[config.mk]
export PLATFORM = sky130hd
export DESIGN_NAME = cdc_reset_sequencer
export DESIGN_NICKNAME = d
export VERILOG_FILES = /design/src/rtl/cdc_pkg.sv /design/src/rtl/cdc_reset_sequencer.sv
export SDC_FILE = /design/constraint.sdc
export NUM_CORES = 1
export LEC_CHECK = 0
export ABC_AREA = 1
export ABC_CLOCK_PERIOD_IN_PS = 2560
export CORE_MARGIN = 8
export CORE_UTILIZATION = 35
export DETAILED_ROUTE_END_ITERATION = 6
export GPL_TIMING_DRIVEN = 1
export PLACE_DENSITY_LB_ADDON = 0.1
export SYNTH_ARGS = -nofsm -noshare
export SYNTH_HDL_FRONTEND = slang
export SYNTH_SLANG_ARGS = --single-unit
[constraint.sdc]
create_clock -name dst_clk -period 2.56 [get_ports dst_clk]
set_clock_uncertainty 0.1 [all_clocks]
set_input_delay 0.64 -clock dst_clk [delete_from_list [all_inputs] [get_ports dst_clk]]
set_output_delay 0.64 -clock dst_clk [all_outputs]
set_load 0.005 [all_outputs]
[src/rtl/cdc_pkg.sv]
// Shared types and limits for the reset sequencing logic in the destination
// clock domain.
package cdc_pkg;

  typedef enum logic {
    RSEQ_HOLD = 1'b0,
    RSEQ_RUN  = 1'b1
  } rst_seq_state_e;

  localparam int RSEQ_MAX_STAGES = 16;

endpackage : cdc_pkg

[src/rtl/cdc_reset_sequencer.sv]
// Releases NUM_STAGES downstream reset domains in order, HOLD_CYCLES clocks
// apart, and supports a software-requested re-reset with a one-cycle ack.
module cdc_reset_sequencer
  import cdc_pkg::*;
#(
  parameter  int NUM_STAGES  = 4,
  parameter  int HOLD_CYCLES = 8,
  localparam int CNT_W       = $clog2(HOLD_CYCLES + 1)
) (
  input  logic                  dst_clk,
  input  logic                  rst_n_sync,
  input  logic                  sw_rst_req,
  output logic [NUM_STAGES-1:0] stage_rst_n,
  output logic                  seq_done,
  output logic                  sw_rst_ack
);

  localparam int IDX_W = (NUM_STAGES > 1) ? $clog2(NUM_STAGES) : 1;
  localparam logic [CNT_W-1:0] CNT_LAST = CNT_W'(HOLD_CYCLES - 1);
  localparam logic [IDX_W-1:0] IDX_LAST = IDX_W'(NUM_STAGES - 1);

  if (NUM_STAGES < 1 || NUM_STAGES > RSEQ_MAX_STAGES) begin : g_bad_num_stages
    $fatal(1, "cdc_reset_sequencer: NUM_STAGES must be in 1..%0d", RSEQ_MAX_STAGES);
  end

  if (HOLD_CYCLES < 1) begin : g_bad_hold_cycles
    $fatal(1, "cdc_reset_sequencer: HOLD_CYCLES must be >= 1");
  end

  rst_seq_state_e   state;
  logic [IDX_W-1:0] stage_idx;
  logic [CNT_W-1:0] cnt;
  logic             sw_pend;
  logic             req_q;
  logic             req_rise;

  assign req_rise = sw_rst_req & ~req_q;

  // NOTE: every register here, outputs included, is cleared by the async
  // reset and updated with non-blocking assignments only, so the block
  // models flops and the outputs drop without needing a clock edge.
  always_ff @(posedge dst_clk or negedge rst_n_sync) begin
    if (!rst_n_sync) begin
      state       <= RSEQ_HOLD;
      stage_idx   <= '0;
      cnt         <= '0;
      sw_pend     <= 1'b0;
      req_q       <= 1'b0;
      stage_rst_n <= '0;
      seq_done    <= 1'b0;
      sw_rst_ack  <= 1'b0;
    end else begin
      req_q      <= sw_rst_req;
      sw_rst_ack <= 1'b0;

      unique case (state)
        RSEQ_HOLD: begin
          if (cnt == CNT_LAST) begin
            cnt <= '0;
            // Stages release strictly in order, so every bit below stage_idx
            // is already 1: shifting a 1 in sets exactly bit stage_idx.
            stage_rst_n <= (stage_rst_n << 1) | NUM_STAGES'(1);
            if (stage_idx == IDX_LAST) begin
              state      <= RSEQ_RUN;
              seq_done   <= 1'b1;
              sw_rst_ack <= sw_pend;
              sw_pend    <= 1'b0;
            end else begin
              stage_idx <= stage_idx + IDX_W'(1);
            end
          end else begin
            cnt <= cnt + CNT_W'(1);
          end
        end

        RSEQ_RUN: begin
          if (req_rise) begin
            state       <= RSEQ_HOLD;
            stage_rst_n <= '0;
            seq_done    <= 1'b0;
            cnt         <= '0;
            stage_idx   <= '0;
            sw_pend     <= 1'b1;
          end
        end

        default: begin
          state <= RSEQ_HOLD;
        end
      endcase
    end
  end

endmodule : cdc_reset_sequencer
==> results.tsv, run 1 <==
stage	metric	value	unit
sta	Final min period	1.92	ns
min_path	Min-Delay Path Class	flip-flop to flip-flop	
job	maxcap violations	0	
min_path	Hold Path Origin	stage_rst_n[3]	
cts	H-tree depth	1	
cts	TritonCTS clock tree	yes	
die	die area	0.00357	mm^2
cts	Worst-Skew Late Latency	0.28	ns
synth	Syn. warnings	0	
routing	drt drc	0	
synth	syn avg cell area	8.94	um^2
setup_path	critical path cell sequence	clkdlybuf4s50_1	
setup_path	RR Endpoint	sw_pend	
sta	Fin. Hold Viols	0	
cts	post-CTS setup buffers	0	
routing	first drt pass iteration count	3	
synth	Synth Instances	75	
die	Ports	9	
power	PwrDens	1110	mW/mm^2
routing	1st-iter DRT viols	11	
cells_and_area	area grow syn2layout	20.9	%
global_route	pin count of the biggest net entering global routing	16	
setup_path	CP Max Fanout	3	
min_path	Worst Hold End	stage_rst_n[3]	
sta	Setup-failing EPs final	0	
setup_path	critical path launch point	stage_rst_n[2]	
setup_path	crit-path leading delay family	buffers and inverters	
cts	CTS buffer count	3	
sta	fin crit share	0.748	
setup_path	Critical Path Sink Type	output port	
sta	setup total negative slack	0	ns
setup_path	worst reg2reg path depth	6	
sta	RSZ-0062 raised after global routing	false	
sta	worst-margin pin slew	0.669	ns
routing	routed vias/inst	4.50	
run_status	outcome	finished clean	
routing	Detail Route Antenna Nets	0	
cells_and_area	Non-Filler Instances	114	
synth	FF+latch count, synth	15	
setup_path	flop-to-flop setup slack	1.21	ns
setup_path	critical path class	flip-flop to output port	
die	# rows	16	
global_route	global route overflow	0	
die	starting utilization of the core area	0.356	
min_path	hold depth	2	
synth	Mapped Area	671	um^2
place	number of port buffers	8	
die	DIE WIDTH	59.8	um
cts	post-cts resize count	0	
sta	Slew Limit Fails	0	
synth	post-synthesis sequential area ratio	0.560	
setup_path	Critical Path AT	1.18	ns
cts	Clock Pin Slew Worst Setup and Hold Paths	0.09	ns
setup_path	Data required, critical path	1.82	ns
die	Die H	59.8	um
cts	clock sinks	15	
global_route	GRT Util Overall	0.0888	
place	hpwl dp	942	um
global_route	vias in the first global route	539	
cells_and_area	layout cells sized above 1	0.138	
cts	root buffer cell	clkbuf_4	
global_route	initial antenna violation count	0	
place	GPL Wtd Cong	0.800	
cells_and_area	Nets	93	
die	core area	0.00188	mm^2
cells_and_area	# diodes	0	
routing	vias	513	
routing	drt wl/cell	11.4	um
synth	syn nets	80	
place	dpl cells	110	
cts	Post-CTS Hold Fix Bufs	0	
routing	Detailed Route WL	1.30	mm
sta	worst hold margin	0.376	ns
power	maximum vdd drop	0.471	mV
setup_path	crit path launch type	flip-flop	
setup_path	Max stage delay cell, worst path	clkdlybuf4s50_1	
setup_path	Buf/Inv on CP	1	
setup_path	Worst R2R Start	cnt[0]	
power	LEAKAGE	0.000413	uW
global_route	first-pass GRT wire length	2.33	mm
cts	Clock Tree Buf Depth	2	
sta	Rel. slew slack	0.553	
synth	Synth cell types	15	
setup_path	slowest stage delay, CP	0.51	ns
sta	f_max	0.522	GHz
## layout make-up
type / instances / area (um^2)
fillers: 207 / 1070
flip-flops and latches: 15 / 375
multi-input cells: 52 / 265
repair buffers: 8 / 80.1
well taps: 27 / 33.8
inverters: 8 / 30.0
clock buffers: 4 / 26.3
## logic make-up (layout without fill, tap and decap cells)
| kind of cell | after synthesis | after routing | share of synthesized area |
|---|---|---|---|
| AO/OA/AOI/OAI | 5 | 5 | 0.0429 |
| adder cells (fa/ha/maj) | 2 | 2 | 0.0373 |
| buffers and inverters | 8 | 20 | 0.0448 |
| flip-flops | 15 | 15 | 0.560 |
| AND/OR/NAND/NOR | 45 | 45 | 0.315 |
## metal layers
layer	vias to the layer above	routed length, um	global-route usage
li1	262	-	-
met1	238	659	0.104
met2	8	570	0.135
met3	5	29	0.0194
met4	0	42	0.0714
met5	-	0	0
## power breakdown
| part | switching, uW | internal, uW |
|---|---|---|
| combinational | 186 | 162 |
| sequential | 85.8 | 333 |
| clock | 75.5 | 60.5 |
| total | 347 | 555 |
## cells in the final DEF (no fill, tap or decap)
cell / n
nand3_1: 4
o21ai_1: 1
nand2_2: 4
clkdlybuf4s50_1: 8
inv_1: 7
o21ai_2: 1
ha_1: 2
nor2_1: 5
clkbuf_1: 1
nand3_2: 2
nand4_1: 3
inv_2: 1
a21oi_1: 1
o21ai_0: 2
nor2_4: 1
clkbuf_4: 3
nand2_1: 26
dfrtp_1: 15
## worst max-delay path by stage
stage / end / slack, ns / cells after the start
2_1_floorplan: cnt[0] / 1.28 / 5
3_3_place_gp: cnt[0] / 0.73 / 6
3_5_place_dp: cnt[2] / 0.70 / 6
4_1_cts: stage_rst_n[2] / 0.62 / 1
5_1_grt: stage_rst_n[2] / 0.58 / 1
6_report: stage_rst_n[2] / 0.64 / 1
## synthesized netlist by cell type
cell | n | area (um^2)
nand2_1 | 26 | 97.6
dfrtp_1 | 15 | 375
inv_1 | 7 | 26.3
nor2_1 | 5 | 18.8
nand2_2 | 4 | 25.0
nand3_1 | 4 | 20.0
nand4_1 | 3 | 18.8
ha_1 | 2 | 25.0
nand3_2 | 2 | 20.0
o21ai_0 | 2 | 10.0
a21oi_1 | 1 | 5.00
inv_2 | 1 | 3.75
nor2_4 | 1 | 11.3
o21ai_1 | 1 | 5.00
o21ai_2 | 1 | 8.76
## registers in the layout, summed over array words and instances (netlist names)
name and count:
sw_pend 1, state 1, stage_idx 2, req_q 1
seq_done 1, sw_rst_ack 1, cnt 4, stage_rst_n 4
## metrics by stage
| stage | cell area, um^2 | total power [uW] | worst slack, ns | utilization |
|---|---|---|---|---|
| after detailed placement | 785 | 777 | 0.699 | 0.417 |
| after floorplan | 671 | 638 | 1.28 | - |
| after global routing | 811 | 994 | 0.580 | 0.431 |
| after CTS | 811 | 916 | 0.625 | 0.431 |
| after global placement | 785 | 769 | 0.726 | 0.417 |
| final | 811 | 903 | 0.644 | 0.431 |
(Power assumes the default switching activity.)
==> inputs of run 2 (changes only) <==
- ABC_CLOCK_PERIOD_IN_PS: 2560 -> 1900
- clock period: 2.56 -> 1.9 ns (I/O delays scaled with it)
==> run 2 against run 1 <==
Compared with the run above: count of clock-buffer cells in the layout is 1 lower; critical path depth stayed put; wire length is 4.5% lower; total power is 35% higher; setup slack worse by 0.50 ns; core utilization is 0.47 points higher; final cell count is 0.88% higher; sequential share of layout area is 0.49 points lower; via count is 1.6% higher; combinational power is 35% higher.
==> results.tsv, run 2 (synthesis results as in run 1) <==
stage	metric	value	unit
sta	Setup-failing EPs final	0	
cts	root buffer cell	clkbuf_4	
global_route	initial antenna violation count	0	
sta	Fin. Hold Viols	0	
power	Sw Ratio	0.386	
sta	setup ws final	0.148	ns
job	maxcap violations	0	
global_route	pin count of the biggest net entering global routing	16	
global_route	first-pass GRT wire length	2.17	mm
cells_and_area	Largest regs	cnt x4, stage_rst_n x4, stage_idx x2	
global_route	global route overflow	0	
global_route	GRT Util Overall	0.0813	
power	Seq pwr share	0.458	
sta	fin crit share	0.922	
routing	1st-iter DRT viols	7	
routing	drt wl/cell	10.8	um
power	PwrDens	1480	mW/mm^2
setup_path	CP Max Fanout	3	
die	# rows	16	
routing	top sig layer	met4	
setup_path	Max stage delay cell, worst path	clkdlybuf4s50_1	
cts	TritonCTS clock tree	yes	
die	starting utilization of the core area	0.356	
cells_and_area	most common cell after layout, fill and taps aside	nand2_1	
routing	Detailed Route WL	1.24	mm
routing	Detail Route Antenna Nets	0	
setup_path	slowest stage delay, CP	0.51	ns
routing	first drt pass iteration count	3	
cells_and_area	# diodes	0	
routing	met1 WL	631	um
place	dpl cells	111	
die	die area	0.00357	mm^2
sta	Final min period	1.75	ns
sta	worst hold margin	0.375	ns
setup_path	crit path launch type	flip-flop	
routing	Met2 Wirelength	526	um
sta	Rel. slew slack	0.849	
sta	RSZ-0062 raised after global routing	false	
routing	drt drc	0	
cells_and_area	layout cells sized above 1	0.159	
place	hpwl dp	887	um
routing	routed vias/inst	4.53	
setup_path	Critical Path AT	1.18	ns
power	LEAKAGE	0.000420	uW
die	DIE WIDTH	59.8	um
min_path	Min-Delay Path Class	flip-flop to flip-flop	
run_status	outcome	finished clean	
sta	Slew Limit Fails	0	
cts	Post-CTS Hold Fix Bufs	0	
cts	Clock Pin Slew Worst Setup and Hold Paths	0.09	ns
cts	CTS buffer count	3	
power	internal power	747	uW
cells_and_area	Non-Filler Instances	115	
cts	post-CTS setup buffers	0	
cells_and_area	Finished Cell Area	820	um^2
power	Comb pwr share	0.387	
power	maximum vdd drop	0.616	mV
sta	worst-margin pin slew	0.226	ns
place	number of port buffers	8	
die	core area	0.00188	mm^2
power	switching power	469	uW
routing	met3 WL post-DR	45	um
place	GPL Wtd Cong	0.817	
sta	setup total negative slack	0	ns
die	Ports	9	
global_route	vias in the first global route	529	
cells_and_area	area grow syn2layout	22.2	%
cts	Clock Tree Buf Depth	2	
setup_path	critical path class	flip-flop to output port	
cts	Worst-Skew Late Latency	0.29	ns
setup_path	crit-path leading delay family	buffers and inverters	
cts	post-cts resize count	0	
setup_path	Critical Path Sink Type	output port	
die	Die H	59.8	um
cts	clock sinks	15	
setup_path	critical path cell sequence	clkdlybuf4s50_1	
power	clock share of power	0.154	
cells_and_area	Fillers	207	
sta	f_max	0.571	GHz
cells_and_area	most frequent cells in the layout	nand2_1, dfrtp_1, clkdlybuf4s50_1	
cells_and_area	Nets	94	
cts	H-tree depth	1	
setup_path	Buf/Inv on CP	1	
place	Place WS	0.194	ns
setup_path	Data required, critical path	1.32	ns
routing	vias	521	
place	placed cell areas	792	um^2
## run 2: cell count changes in the layout (fill, tap and decap cells not counted)
cell / before / now
clkinv_2: 0 / 1
clkbuf_1: 1 / 0
buf_4: 0 / 1
## run 2: through the flow
stage	utilization	total power, uW
global placement	0.421	1040
detailed placement	0.421	1040
global route	0.436	1330
floorplan	-	859
finish	0.436	1220
CTS	0.436	1230
## run 2: final timing paths
kind                            slack, ns            from              to  cells after the start
worst max-delay path                 0.15  stage_rst_n[2]  stage_rst_n[2]                      1
worst min-delay path                 0.37  stage_rst_n[3]  stage_rst_n[3]                      2
worst max register to register       0.58          cnt[0]         sw_pend                      6
worst min register to register       0.37  stage_rst_n[3]  stage_rst_n[3]                      2
max in group asynchronous            1.13      rst_n_sync           state                      2
min in group asynchronous            0.40      rst_n_sync          cnt[2]                      2
## run 2: cell type report
cell class,instances,area [um^2],share of cell area
Multi-Input combinational cell,52,265,0.324
Clock buffer,3,22.5,0.0275
Clock inverter,1,5.00,0.00611
Inverter,8,30.0,0.0366
Sequential cell,15,375,0.458
Tap cell,27,33.8,0.0412
Timing Repair Buffer,9,87.6,0.107
## run 2: power groups by stage
stage,clock (uW),sequential (uW),combinational (uW)
floorplan,0,551,308
global placement,0,566,471
detailed placement,0,565,478
CTS,192,559,483
global route,200,578,550
finish,188,558,471
## run 2: layer usage
metal,track usage,up-vias
met1,0.0979,239
met4,0.0612,0
li1,-,269
met3,0.0215,5
met2,0.120,8
met5,0,-
==> patch, RTL diff (settings of run 2) <==
`NUM_STAGES`: 4 -> 2.
--- a/src/rtl/cdc_reset_sequencer.sv
+++ b/src/rtl/cdc_reset_sequencer.sv
@@ -5,3 +5,3 @@
 #(
-  parameter  int NUM_STAGES  = 4,
+  parameter  int NUM_STAGES  = 2,
   parameter  int HOLD_CYCLES = 8,
Interface: changed (resized stage_rst_n); port bits go from 9 to 7. The function was not compared with the original's and may differ.
==> patch against run 2 <==
- cell count is 35% lower
- largest cell class unchanged
- routed wire length shrank 32%
- power fell by 24%
- worst setup slack got worse by 0.024 ns
- sequential cell count decreased by 4
- synthesized area fell by 26%
- cell area decreased by 28%
- largest power group unchanged
==> patch: results (changes against run 2) <==
Run status
  • Status: complete, no violations

Clocking
  • Postcts setup bufs: 0 (unchanged)
  • Clock root cell: clkbuf_4
  • TritonCTS buffer count: 3 (unchanged)
  • PostCTS Resize Cnt: 0 (unchanged)
  • H-tree depth: 1 (unchanged)
  • Clock Latency Late Sink: 0.26 ns (-0.03 ns)
  • Clock Tree Buf Depth: 2 (unchanged)
  • Worst-path clk slew: 0.07 ns (-0.02 ns)

Logic synthesis
  • Synth area leaders: dfrtp_1, nand2_1, nand3_1
  • Top cells by count, synth: nand2_1, dfrtp_1, nand3_1
  • Unique cell type count in the Yosys netlist: 16 (+1)
  • Post-synthesis sequential area ratio: 0.5584 (-0.001326)
  • Fraction of registers with async set/reset: 1.000 (unchanged)
  • Syn_nets: 55 (-31%)
  • Ys Warns: 0 (unchanged)

Detailed routing
  • Routed len/inst: 11.31 um (+4.8%)
  • DR vias/cell: 4.627 (+2.1%)
  • DR pass1 iterations: 4 (+1)
  • Iter 0 DRT Violations: 5 (-2)

Worst setup path
  • WP data arrival: 1.20 ns (+0.02 ns)
  • Worst path top cell family by delay: buffers and inverters
  • Critical path fanouts, max: 3 (unchanged)
  • Crit-path slowest cell: clkdlybuf4s50_1
  • Max stage delay on crit path: 0.53 ns (+0.02 ns)

Global routing
  • Initial antenna violation count: 0 (unchanged)
  • Largest net degree at the start of global routing: 12 (-4)
  • Vias in the first global route: 345 (-35%)
  • Grt total ovfl: 0 (unchanged)
  • Gr usage total: 0.07155 (-0.009760)
  • Wire length of the first global-routing pass: 1435 um (-34%)

Layout
  • Biggest regs: cnt (4), stage_rst_n (2)
  • Fill cells: 136 (-34%)
  • Number of nets in the layout: 65 (-31%)
  • Ant diodes: 0 (unchanged)
  • Layout cells sized above 1: 0.1500 (-0.009091)

Pwr
  • Internal Power: 0.5826 mW (-22%)
  • Peak supply drop: 0.0006889 V (+12%)
  • Leak pwr: 0.2817 nW (-33%)

Placed design
  • Final HPWL DP: 638.4 um (-28%)
  • IO Port Bufs: 6 (-2)
  • Dpl ws: 0.2436 ns (+0.04945 ns)
  • GPL Wtd Cong: 0.6743 (-17%)

Hold path
  • Hold/Removal Path Class: flip-flop to flip-flop

STA
  • Worst-Margin Slew: 0.4991 ns (+0.2728 ns)
patch: through the flow:
stage,hold WS (ns),cell area (sq um),std cells
after CTS,0.3934,590.6,75
final,0.3779,590.6,75
after floorplan,0.07941,493.0,51
after detailed placement,0.3744,564.3,71
after global routing,0.3998,590.6,75
after global placement,0.3585,564.3,71
patch: final cells by class:
type	count	area [sq um]	area share
clock buffer	4	26.28	0.04449
inverter	5	18.77	0.03178
multi-input combinational	34	191.4	0.3242
sequential	11	275.3	0.4661
tap	15	18.77	0.03178
timing repair buffer	6	60.06	0.1017
patch: layer usage:
layer	share of wire	GRT usage	up-vias
li1	-	-	185
met1	0.51	0.07717	155
met2	0.45	0.1094	5
met3	0.029	0.03306	2
met4	0.014	0.05042	0
met5	0	0	-
patch: path summary, 6_finish.rpt:
path | slack (ns) | depth (start not counted) | startpoint | to
max | 0.12 | 1 | stage_rst_n[0] | stage_rst_n[0]
min in group asynchronous | 0.44 | 1 | rst_n_sync | cnt[2]
max in group asynchronous | 0.92 | 1 | rst_n_sync | req_q
min | 0.38 | 2 | stage_rst_n[1] | stage_rst_n[1]
min reg2reg | 0.38 | 2 | stage_rst_n[1] | stage_rst_n[1]
max reg2reg | 0.62 | 5 | cnt[0] | sw_pend
patch: kinds of logic after synthesis:
logic type	after synthesis	share of synthesized area
AND/OR/NAND/NOR	28	0.2995
flip-flops	11	0.5584
adder cells (fa/ha/maj)	1	0.02538
AO/OA/AOI/OAI	5	0.06345
buffers and inverters	6	0.05329
patch: power by group through the flow:
stage | logic, mW | clock network (mW) | registers [mW]
CTS | 0.344 | 0.163 | 0.436
finish | 0.334 | 0.157 | 0.435
detailed placement | 0.341 | 0 | 0.440
global placement | 0.338 | 0 | 0.440
floorplan | 0.236 | 0 | 0.425
global route | 0.383 | 0.175 | 0.452
